`config.mk`:
```
export PLATFORM = sky130hd
export DESIGN_NAME = ir_pulse_tx
export DESIGN_NICKNAME = d
export VERILOG_FILES = /design/src/rtl/ir_pulse_tx.sv
export SDC_FILE = /design/constraint.sdc
export NUM_CORES = 1
export LEC_CHECK = 0
export ABC_AREA = 1
export ABC_CLOCK_PERIOD_IN_PS = 3460
export BUFFER_PORTS_ARGS = -buffer_cell sky130_fd_sc_hd__buf_2
export CAP_MARGIN = 20
export CORE_AREA = 3 3 77 79
export DETAILED_ROUTE_END_ITERATION = 12
export DIE_AREA = 0 0 80 82
export PLACE_DENSITY = 0.73
export SLEW_MARGIN = 20
export SYNTH_ARGS = -nofsm -noshare
export SYNTH_HDL_FRONTEND = slang
export SYNTH_SLANG_ARGS = --single-unit
```
`constraint.sdc`:
```
create_clock -name clk -period 3.46 [get_ports clk]
set_input_delay 0.519 -clock clk [delete_from_list [all_inputs] [get_ports clk]]
set_output_delay 0.519 -clock clk [all_outputs]
set_load 0.01 [all_outputs]
```
`src/rtl/ir_pulse_tx.sv`:
```
// ir_pulse_tx: pulse-width IR transmitter; each bit is a low mark followed by a high space whose
// length encodes the bit, closed by a final mark and a long stop space. IR_TX_CARRIER_EN adds led_out.
module ir_pulse_tx #(
    parameter int DATA_W       = 8,
    parameter int MARK_CYC     = 200,
    parameter int SPACE0_CYC   = 500,
    parameter int SPACE1_CYC   = 1400,
    parameter int STOP_CYC     = 2400,
    parameter int CARRIER_HALF = 13
) (
    input  logic              clk,
    input  logic              reset_n,
    input  logic              tx_valid,
    input  logic [DATA_W-1:0] tx_data,
    output logic              tx_ready,
    output logic              ir_out,
    output logic              busy,
    output logic              done
`ifdef IR_TX_CARRIER_EN
    ,
    output logic              led_out
`endif
);
    typedef enum logic [1:0] {IDLE, MARK, SPACE, STOP} state_t;
    localparam int RW = $clog2(DATA_W + 1);
    localparam logic [31:0] MARK_LAST   = 32'(MARK_CYC - 1);
    localparam logic [31:0] SPACE0_LAST = 32'(SPACE0_CYC - 1);
    localparam logic [31:0] SPACE1_LAST = 32'(SPACE1_CYC - 1);
    localparam logic [31:0] STOP_LAST   = 32'(STOP_CYC - 1);

    // Widths must fall inside the far-end receiver's decode bands.
    if (MARK_CYC < 1 || SPACE0_CYC < 1 || SPACE0_CYC > 1000 || SPACE1_CYC <= 1001 || SPACE1_CYC > 1800 ||
        STOP_CYC <= 1801 || STOP_CYC > 177127 || CARRIER_HALF < 1) begin : g_bad_param
        $error("ir_pulse_tx: pulse widths outside receiver thresholds");
    end

    state_t            state;
    logic [31:0]       cnt;
    logic [DATA_W-1:0] sh;
    logic [RW-1:0]     rem;
    logic [31:0]       space_last;
    logic              mark_end;
    logic              space_end;
    logic              stop_end;

    assign space_last = sh[DATA_W-1] ? SPACE1_LAST : SPACE0_LAST;
    assign mark_end   = state == MARK && cnt == MARK_LAST;
    assign space_end  = state == SPACE && cnt == space_last;
    assign stop_end   = state == STOP && cnt == STOP_LAST;

    always_ff @(posedge clk or negedge reset_n) begin
        if (!reset_n) begin
            state    <= IDLE;
            cnt      <= '0;
            sh       <= '0;
            rem      <= '0;
            ir_out   <= 1'b1;
            tx_ready <= 1'b1;
            busy     <= 1'b0;
            done     <= 1'b0;
        end else begin
            done <= 1'b0;
            cnt  <= (state == IDLE || mark_end || space_end || stop_end) ? '0 : cnt + 32'd1;
            case (state)
                IDLE: if (tx_valid) begin
                    state    <= MARK;
                    sh       <= tx_data;
                    rem      <= RW'(DATA_W);
                    ir_out   <= 1'b0;
                    tx_ready <= 1'b0;
                    busy     <= 1'b1;
                end
                MARK: if (mark_end) begin
                    state  <= rem != '0 ? SPACE : STOP;
                    ir_out <= 1'b1;
                end
                SPACE: if (space_end) begin
                    state  <= MARK;
                    sh     <= sh << 1;
                    rem    <= rem - RW'(1);
                    ir_out <= 1'b0;
                end
                STOP: if (stop_end) begin
                    state    <= IDLE;
                    tx_ready <= 1'b1;
                    busy     <= 1'b0;
                    done     <= 1'b1;
                end
                default: state <= IDLE;
            endcase
        end
    end

`ifdef IR_TX_CARRIER_EN
    localparam logic [31:0] HALF_LAST = 32'(CARRIER_HALF - 1);
    logic [31:0] ccnt;
    logic        mark_entry;

    assign mark_entry = (state == IDLE && tx_valid) || space_end;

    // Carrier restarts high on every mark so each burst has the same phase.
    always_ff @(posedge clk or negedge reset_n) begin
        if (!reset_n) begin
            led_out <= 1'b0;
            ccnt    <= '0;
        end else if (mark_entry) begin
            led_out <= 1'b1;
            ccnt    <= '0;
        end else if (state != MARK || mark_end) begin
            led_out <= 1'b0;
            ccnt    <= '0;
        end else if (ccnt == HALF_LAST) begin
            led_out <= ~led_out;
            ccnt    <= '0;
        end else begin
            ccnt <= ccnt + 32'd1;
        end
    end
`endif
endmodule

```
==> qor.tcl, run 1 <==
set qor(final_nets) 438
set qor(cts.repair_timing.setup_buffer_count) 0
set qor(post_cts_resize_count) 0
set qor(std_cell_rows) 27
set qor(fp.dieH_um) 82
set qor(synth_top_flop_cell) {sky130_fd_sc_hd__dfrtp_1}
set qor(detailed_route_drc_error_count) 0
set qor(cts_htree_levels) 2
set qor(syn_avg_cell_area_um2) 7.29
set qor(synth_most_common_cell) {sky130_fd_sc_hd__nand2_1}
set qor(place.detailed.hpwl_um) 4530
set qor(rsz0062_at_grt) {false}
set qor(cts_root_buf) {sky130_fd_sc_hd__clkbuf_8}
set qor(power.total_mw) 1.02
set qor(synth_nets) 423
set qor(grt_antenna_before_repair) 0
set qor(worstPathRequired_ns) 3.68
set qor(cts_hold_buf) 0
set qor(io_pins) 15
set qor(finalNonFillerCells) 497
set qor(core_area_um2) 5410
set qor(overflow) 0
set qor(worstReg2RegStart) {cnt[0]$_DFF_PN0_}
set qor(drt-total-wl_um) 6020
set qor(maximum_number_of_pins_on_one_net_before_global_route_repair) 51
set qor(synth.yosys.seq_area_share) 0.420
set qor(finalWorstPathRequiredPeriod_ns) 2.10
set qor(die_w_um) 80
set qor(async_reset_ff_frac) 1.00
set qor(max_cap_viol_count) 0
set qor(timing_worst_setup_path_type) {flop to flop}
set qor(clock_latency_ns) 0.31
set qor(critPathCaptureType) {flop}
set qor(capturing_point_of_the_worst_reg2reg_path) {cnt[31]$_DFF_PN0_}
set qor(status) {completed}
set qor(syn-cell-area_um2) 2980
set qor(hold_viol) 0
set qor(ctsLongestPathBuffers) 2
set qor(max-vdd-ir-drop_v) 0.000153
set qor(cts.sinks) 50
set qor(globalplace.congestion) 0.906
set qor(rr_worst_depth) 10
set qor(placed_cells_incl_taps) 489
set qor(leading_cell_types_by_total_area_after_synthesis) {sky130_fd_sc_hd__dfrtp_1 40%, sky130_fd_sc_hd__nand2_1 12%, sky130_fd_sc_hd__nor2_1 11%}
set qor(path_max_fanout) 32
set qor(totalNegativeSetupSlack_ns) 0
set qor(fp.dieArea_um2) 6560
set qor(diodes) 0
set qor(r2r_setup_slack_ns) 1.36
set qor(timing.critical_path.arrival_ns) 2.32
set qor(post_drt_wl_per_cell_um) 12.1
set qor(drive_gt1_frac) 0.104
set qor(cts_tree) {done}
set qor(first_iter_violations) 181
set qor(synth-seq-cells) 50
set qor(setup_viol_count_final) 0
set qor(post_drt_via_cell_ratio) 5.01
set qor(ys_top_cells_by_count) {93 x sky130_fd_sc_hd__nand2_1, 88 x sky130_fd_sc_hd__nor2_1, 52 x sky130_fd_sc_hd__inv_1}
set qor(maxSlewHeadroom) 0.588
set qor(syn_inst) 409
set qor(timing_worst_slew_pin_value_ns) 0.618
set qor(drtPass1Iterations) 5
set qor(clock-skew-final_ns) 0.00941
set qor(largest_area_contributor_in_the_synthesized_netlist) {sky130_fd_sc_hd__dfrtp_1}
set qor(edff_count_synth) 0
set qor(synth_top_cell_area_share) 0.403
set qor(synth-warning-count) 0
set qor(synth_cell_type_count) 28
set qor(power_dens_cells_nw_per_um2) 319
set qor(grt_pass1_vias) 2360
set qor(max_freq_ghz) 0.477
set qor(timing.critical_path.from_type) {flop}
set qor(area_growth_syn_to_layout_pct) 7.26
set qor(grt_util_all_layers) 0.205
set qor(vias) 2492
set qor(numPortBuffers) 14
set qor(worstHoldPathType) {input pin to async pin}
set qor(initial_core_util) 0.552
set qor(min_period_over_period) 0.606
set qor(clkSlewWorstSetupHoldPaths_ns) 0.09
set qor(static_leak_nw) 1.56
set qor(post_detailed_route_count_of_antenna_violating_nets) 0
set qor(cts_made_buffers) 5
set qor(finalMaxSlewViolations) 0
set qor(grt_pass1_wl_um) 10500
flip-flops by register name, summed over array words and instances (netlist names):
signal    count
tx_ready      1
ir_out        1
busy          1
rem           4
state         2
cnt          32
done          1
sh            8
through the flow:
stage,hold slack (ns),utilization,area (um2),setup slack (ns)
finish,0.207,0.592,3200,1.36
global route,0.266,0.592,3200,1.07
CTS,0.419,0.591,3200,1.32
detailed placement,0.460,0.571,3090,1.36
global placement,0.450,0.571,3090,1.41
floorplan,0.223,-,2980,1.94
worst max-delay path, stage by stage (launching register included):
cell and delay [ns]:
sky130_fd_sc_hd__dfrtp_1 0.41, sky130_fd_sc_hd__ha_1 0.25, sky130_fd_sc_hd__nand2_1 0.16, sky130_fd_sc_hd__nor2_1 0.07, sky130_fd_sc_hd__nand2_1 0.06, sky130_fd_sc_hd__nor2_1 0.04
sky130_fd_sc_hd__nand2_1 0.09, sky130_fd_sc_hd__nor2_2 0.05, sky130_fd_sc_hd__nor2_1 0.12, sky130_fd_sc_hd__nand3_2 0.49, sky130_fd_sc_hd__nor2_1 0.27
layout by cell type, fill, tap and decap left out:
| master | count |
|---|---|
| sky130_fd_sc_hd__xnor2_1 | 5 |
| sky130_fd_sc_hd__clkinvlp_4 | 1 |
| sky130_fd_sc_hd__inv_1 | 52 |
| sky130_fd_sc_hd__dfstp_2 | 2 |
| sky130_fd_sc_hd__nor2_1 | 88 |
| sky130_fd_sc_hd__buf_2 | 13 |
| sky130_fd_sc_hd__nand3b_1 | 1 |
| sky130_fd_sc_hd__clkbuf_1 | 1 |
| sky130_fd_sc_hd__nor2_4 | 1 |
| sky130_fd_sc_hd__nor3_1 | 10 |
| sky130_fd_sc_hd__buf_4 | 1 |
| sky130_fd_sc_hd__xor2_1 | 24 |
| sky130_fd_sc_hd__o21ai_1 | 1 |
| sky130_fd_sc_hd__and2_0 | 1 |
| sky130_fd_sc_hd__bufinv_16 | 1 |
| sky130_fd_sc_hd__nand3_2 | 1 |
| sky130_fd_sc_hd__nand2_4 | 1 |
| sky130_fd_sc_hd__nor2_2 | 6 |
| sky130_fd_sc_hd__dfrtp_1 | 48 |
| sky130_fd_sc_hd__o22ai_1 | 1 |
| sky130_fd_sc_hd__nand4_1 | 6 |
| sky130_fd_sc_hd__nor3_2 | 5 |
| sky130_fd_sc_hd__nand3_1 | 21 |
| sky130_fd_sc_hd__o21bai_1 | 2 |
| sky130_fd_sc_hd__o21ai_0 | 21 |
| sky130_fd_sc_hd__nand2_2 | 3 |
| sky130_fd_sc_hd__inv_2 | 4 |
| sky130_fd_sc_hd__clkbuf_8 | 5 |
| sky130_fd_sc_hd__nand2_1 | 93 |
| sky130_fd_sc_hd__ha_1 | 3 |
| sky130_fd_sc_hd__a21oi_1 | 3 |
how the worst max path moves through the flow:
stage	end	slack, ns	cells past startpoint	from
finish	cnt[31]$_DFF_PN0_	1.36	10	cnt[0]$_DFF_PN0_
global route	cnt[6]$_DFF_PN0_	1.07	10	cnt[0]$_DFF_PN0_
CTS	cnt[31]$_DFF_PN0_	1.32	10	cnt[0]$_DFF_PN0_
detailed placement	cnt[6]$_DFF_PN0_	1.36	10	cnt[0]$_DFF_PN0_
global placement	cnt[18]$_DFF_PN0_	1.41	10	cnt[0]$_DFF_PN0_
floorplan	cnt[9]$_DFF_PN0_	1.94	11	cnt[0]$_DFF_PN0_
area by class of cell:
cell class,count,area (um2)
Fill cell,526,2210
Multi-Input combinational cell,297,1460
Sequential cell,50,1250
Inverter,56,210
Tap cell,72,90.1
Clock buffer,6,72.6
Timing Repair Buffer,14,72.6
Clock inverter,2,37.5
kinds of logic (layout without fill, tap and decap cells):
logic type | Yosys count | after routing | synth area share
AOI/OAI and AO/OA | 28 | 28 | 0.0491
DFF | 50 | 50 | 0.420
xor gates and xnor gates | 29 | 29 | 0.0851
buffers and inverters | 62 | 78 | 0.0893
and+or+nand+nor | 237 | 237 | 0.344
adders and majority gates | 3 | 3 | 0.0126
power by group:
group / switching [mW] / internal (mW)
registers: 0 / 0.584
clock network: 0.200 / 0.216
logic: 0.0135 / 0.00590
routing by layer:
layer / share of wire / vias to the layer above / GRT usage
met5: 0 / - / 0
met4: 0.0071 / 0 / 0.0743
met3: 0.056 / 6 / 0.0384
met2: 0.44 / 71 / 0.317
met1: 0.50 / 1123 / 0.289
li1: - / 1292 / -
Power figures use the tool's default switching activity.
==> inputs of run 2 (changes only) <==
Settings changed: ABC_AREA 1 to 0, ABC_CLOCK_PERIOD_IN_PS 3460 to 1700, CORE_AREA 3 3 77 79 to 3 3 74 76, DIE_AREA 0 0 80 82 to 0 0 77 79.
Clock period 3.46 ns to 1.7 ns, I/O delays scaled along.
==> run 2 against run 1 <==
Net effect: the run now ends with negative setup slack left; setup slack got worse by 1.6 ns; die area fell by 7.3%; non-clock buffer count rose by 60; register-to-register slack got worse by 1.6 ns; cell area rose by 9.0%; area after synthesis fell by 13%; fmax rose by 9.1%; clock power rose by 100%; critical endpoint is now rem[2]$_DFFE_PN0P_; critical path type unchanged.
==> qor.tcl, run 2 <==
set qor(fp.dieArea_um2) 6080
set qor(detailed_route_drc_error_count) 0
set qor(finalMaxSlewViolations) 0
set qor(std_cell_rows) 25
set qor(commonest_non_fill_non_tap_cell_in_the_layout) {sky130_fd_sc_hd__buf_4}
set qor(edff_count_synth) 0
set qor(io_pins) 15
set qor(post_detailed_route_count_of_antenna_violating_nets) 0
set qor(max-vdd-ir-drop_v) 0.000419
set qor(largest-register) {cnt}
set qor(vias) 2168
set qor(area_growth_syn_to_layout_pct) 33.9
set qor(rsz0062_at_grt) {true}
set qor(synth_top_cell_area_share) 0.461
set qor(grt_pass1_wl_um) 10200
set qor(max_cap_viol_count) 0
set qor(synth_nets) 270
set qor(timing_worst_slew_pin_value_ns) 0.509
set qor(drt-total-wl_um) 6230
set qor(core_area_um2) 4790
set qor(grt_antenna_before_repair) 0
set qor(numPortBuffers) 14
set qor(ctsLongestPathBuffers) 2
set qor(power.share.combinational) 0.035
set qor(drtPass1Iterations) 4
set qor(dpl_ws_ns) -0.188
set qor(cts_root_buf) {sky130_fd_sc_hd__clkbuf_8}
set qor(overflow) 0
set qor(clkSlewWorstSetupHoldPaths_ns) 0.09
set qor(min_period_over_period) 1.13
set qor(timing.critical_path.from_type) {flop}
set qor(net-switching-power_uw) 456
set qor(synth.yosys.seq_area_share) 0.481
set qor(worstPathRequired_ns) 1.90
set qor(drive_gt1_frac) 0.382
set qor(synth_top_flop_cell) {sky130_fd_sc_hd__dfrtp_1}
set qor(cts_made_buffers) 5
set qor(maxSlewHeadroom) 0.661
set qor(clock_latency_ns) 0.31
set qor(synth-seq-cells) 50
set qor(initial_core_util) 0.544
set qor(leading_cell_types_by_total_area_after_synthesis) {sky130_fd_sc_hd__dfrtp_1 46%, sky130_fd_sc_hd__nor2_1 6.1%, sky130_fd_sc_hd__xor2_1 5.7%}
set qor(cts_tree) {done}
set qor(syn_inst) 256
set qor(violations) {negative setup slack}
set qor(mostFrequentLayoutCells) {53 x sky130_fd_sc_hd__buf_4, 47 x sky130_fd_sc_hd__dfrtp_1, 38 x sky130_fd_sc_hd__nor2_1, 17 x sky130_fd_sc_hd__xor2_1}
set qor(synth-warning-count) 0
set qor(globalplace.congestion) 0.839
set qor(grt_pass1_vias) 2140
set qor(filler_cell_count) 334
set qor(status) {finished with violations}
set qor(synth_most_common_cell) {sky130_fd_sc_hd__dfrtp_1}
set qor(finalWorstSetupSlack_ns) -0.224
set qor(die_w_um) 77
set qor(clock-skew-final_ns) 0.00688
set qor(critPathCaptureType) {flop}
set qor(synth_cell_type_count) 42
set qor(static_leak_nw) 1.63
set qor(switching_part_of_the_total_power) 0.214
set qor(grt_util_all_layers) 0.213
set qor(diodes) 0
set qor(path_max_fanout) 6
set qor(post_drt_via_cell_ratio) 5.46
set qor(timing_worst_setup_path_type) {flop to flop}
set qor(setup_viol_count_final) 48
set qor(worstHoldPathType) {input pin to flop}
set qor(power.share.sequential) 0.567
set qor(power_dens_cells_nw_per_um2) 611
set qor(async_reset_ff_frac) 1.00
set qor(seqCellArea_um2) 1250
set qor(syn_avg_cell_area_um2) 10.2
set qor(post_drt_wl_per_cell_um) 15.7
set qor(place.detailed.hpwl_um) 4070
set qor(hold_viol) 0
set qor(finalWorstPathRequiredPeriod_ns) 1.92
set qor(ys_top_cells_by_count) {48 x sky130_fd_sc_hd__dfrtp_1, 42 x sky130_fd_sc_hd__nor2_1, 17 x sky130_fd_sc_hd__xor2_1}
set qor(hold_ws_ns) 0.161
set qor(largest_register_ffs) 32
set qor(max_freq_ghz) 0.520
set qor(syn-cell-area_um2) 2600
set qor(biggestRegsByFlops) {cnt x32, sh x8, rem x4}
set qor(timing.critical_path.arrival_ns) 2.12
set qor(cts.sinks) 50
set qor(fp.dieH_um) 79
set qor(largest_area_contributor_in_the_synthesized_netlist) {sky130_fd_sc_hd__dfrtp_1}
set qor(cts_htree_levels) 2
set qor(first_iter_violations) 154
set qor(clock_power_share) 0.398
set qor(final_nets) 343
set qor(power.internal_mw) 1.68
set qor(maximum_number_of_pins_on_one_net_before_global_route_repair) 31
set qor(multi_input_area_um2) 1420
[run 2: final timing paths]
check	from	to	slack [ns]	depth (start not counted)
setup / recovery	cnt[26]$_DFF_PN0_	rem[2]$_DFFE_PN0P_	-0.22	5
hold / removal	tx_data[0]	sh[0]$_DFFE_PN0P_	0.16	2
setup reg to reg	cnt[26]$_DFF_PN0_	rem[2]$_DFFE_PN0P_	-0.22	5
hold reg to reg	tx_ready$_DFFE_PN1P_	tx_ready$_DFFE_PN1P_	0.48	2
max in group asynchronous	reset_n	cnt[5]$_DFF_PN0_	0.72	3
min in group asynchronous	reset_n	cnt[24]$_DFF_PN0_	0.44	2
[run 2: logic make-up (layout without fill, tap and decap cells)]
| logic type | after synthesis | count (layout) | synth area share |
|---|---|---|---|
| buffers and inverters | 19 | 92 | 0.0331 |
| DFF | 50 | 50 | 0.481 |
| adders and majority gates | 3 | 3 | 0.0144 |
| and+or+nand+nor | 121 | 122 | 0.256 |
| AOI/OAI and AO/OA | 17 | 17 | 0.0461 |
| muxes | 15 | 15 | 0.0648 |
| xor gates and xnor gates | 31 | 31 | 0.104 |
[run 2: power by group through the flow]
| stage | Combinational, mW | Clock [mW] | Sequential, mW |
|---|---|---|---|
| after floorplan | 0.0192 | 0 | 1.23 |
| after global placement | 0.0641 | 0 | 1.23 |
| final | 0.0746 | 0.849 | 1.21 |
| after global routing | 0.0839 | 0.922 | 1.21 |
| after CTS | 0.0736 | 0.865 | 1.21 |
| after detailed placement | 0.0665 | 0 | 1.23 |
[run 2: metrics by stage]
stage                     total power [mW]  cell area [um2]  std cells  TNS, ns   util
after global placement                1.29             3170        381    -4.21  0.662
after detailed placement              1.30             3170        381    -5.24  0.662
final                                 2.13             3490        397    -7.69  0.729
after floorplan                       1.25             2660        256    -2.07      -
after global routing                  2.22             3490        397   -12.92  0.729
after CTS                             2.15             3350        392    -5.07  0.699
[run 2: repair_timing]
action | in CTS | in global routing
hold buffers | 1 | 0
resized for setup | 9 | 23
endpoints found under the setup margin | 46 | 49
pin swaps | 3 | 10
endpoints found under the hold margin | 18 | 0
gates cloned | 1 | 1
buffers inserted | 1 | 4
[run 2: critical path, stage by stage, from the launching register on]
cell and delay (ns):
sky130_fd_sc_hd__dfrtp_1 0.40, sky130_fd_sc_hd__nor4_2 0.32, sky130_fd_sc_hd__nand4_1 0.19, sky130_fd_sc_hd__and4bb_4 0.43
sky130_fd_sc_hd__nor2_4 0.10, sky130_fd_sc_hd__a221o_1 0.37
[run 2: cell type report]
class	count	area share
flip-flops and latches	50	0.360
repair buffers	74	0.165
clock inverters	3	0.0129
clock buffers	5	0.0197
inverters	10	0.0108
multi-input cells	188	0.407
well taps	67	0.0240
[run 2: routing by layer]
layer,global-route usage,wire (um)
met1,0.300,2960
met2,0.339,2920
met3,0.0408,271
met4,0.0605,74
met5,0,0
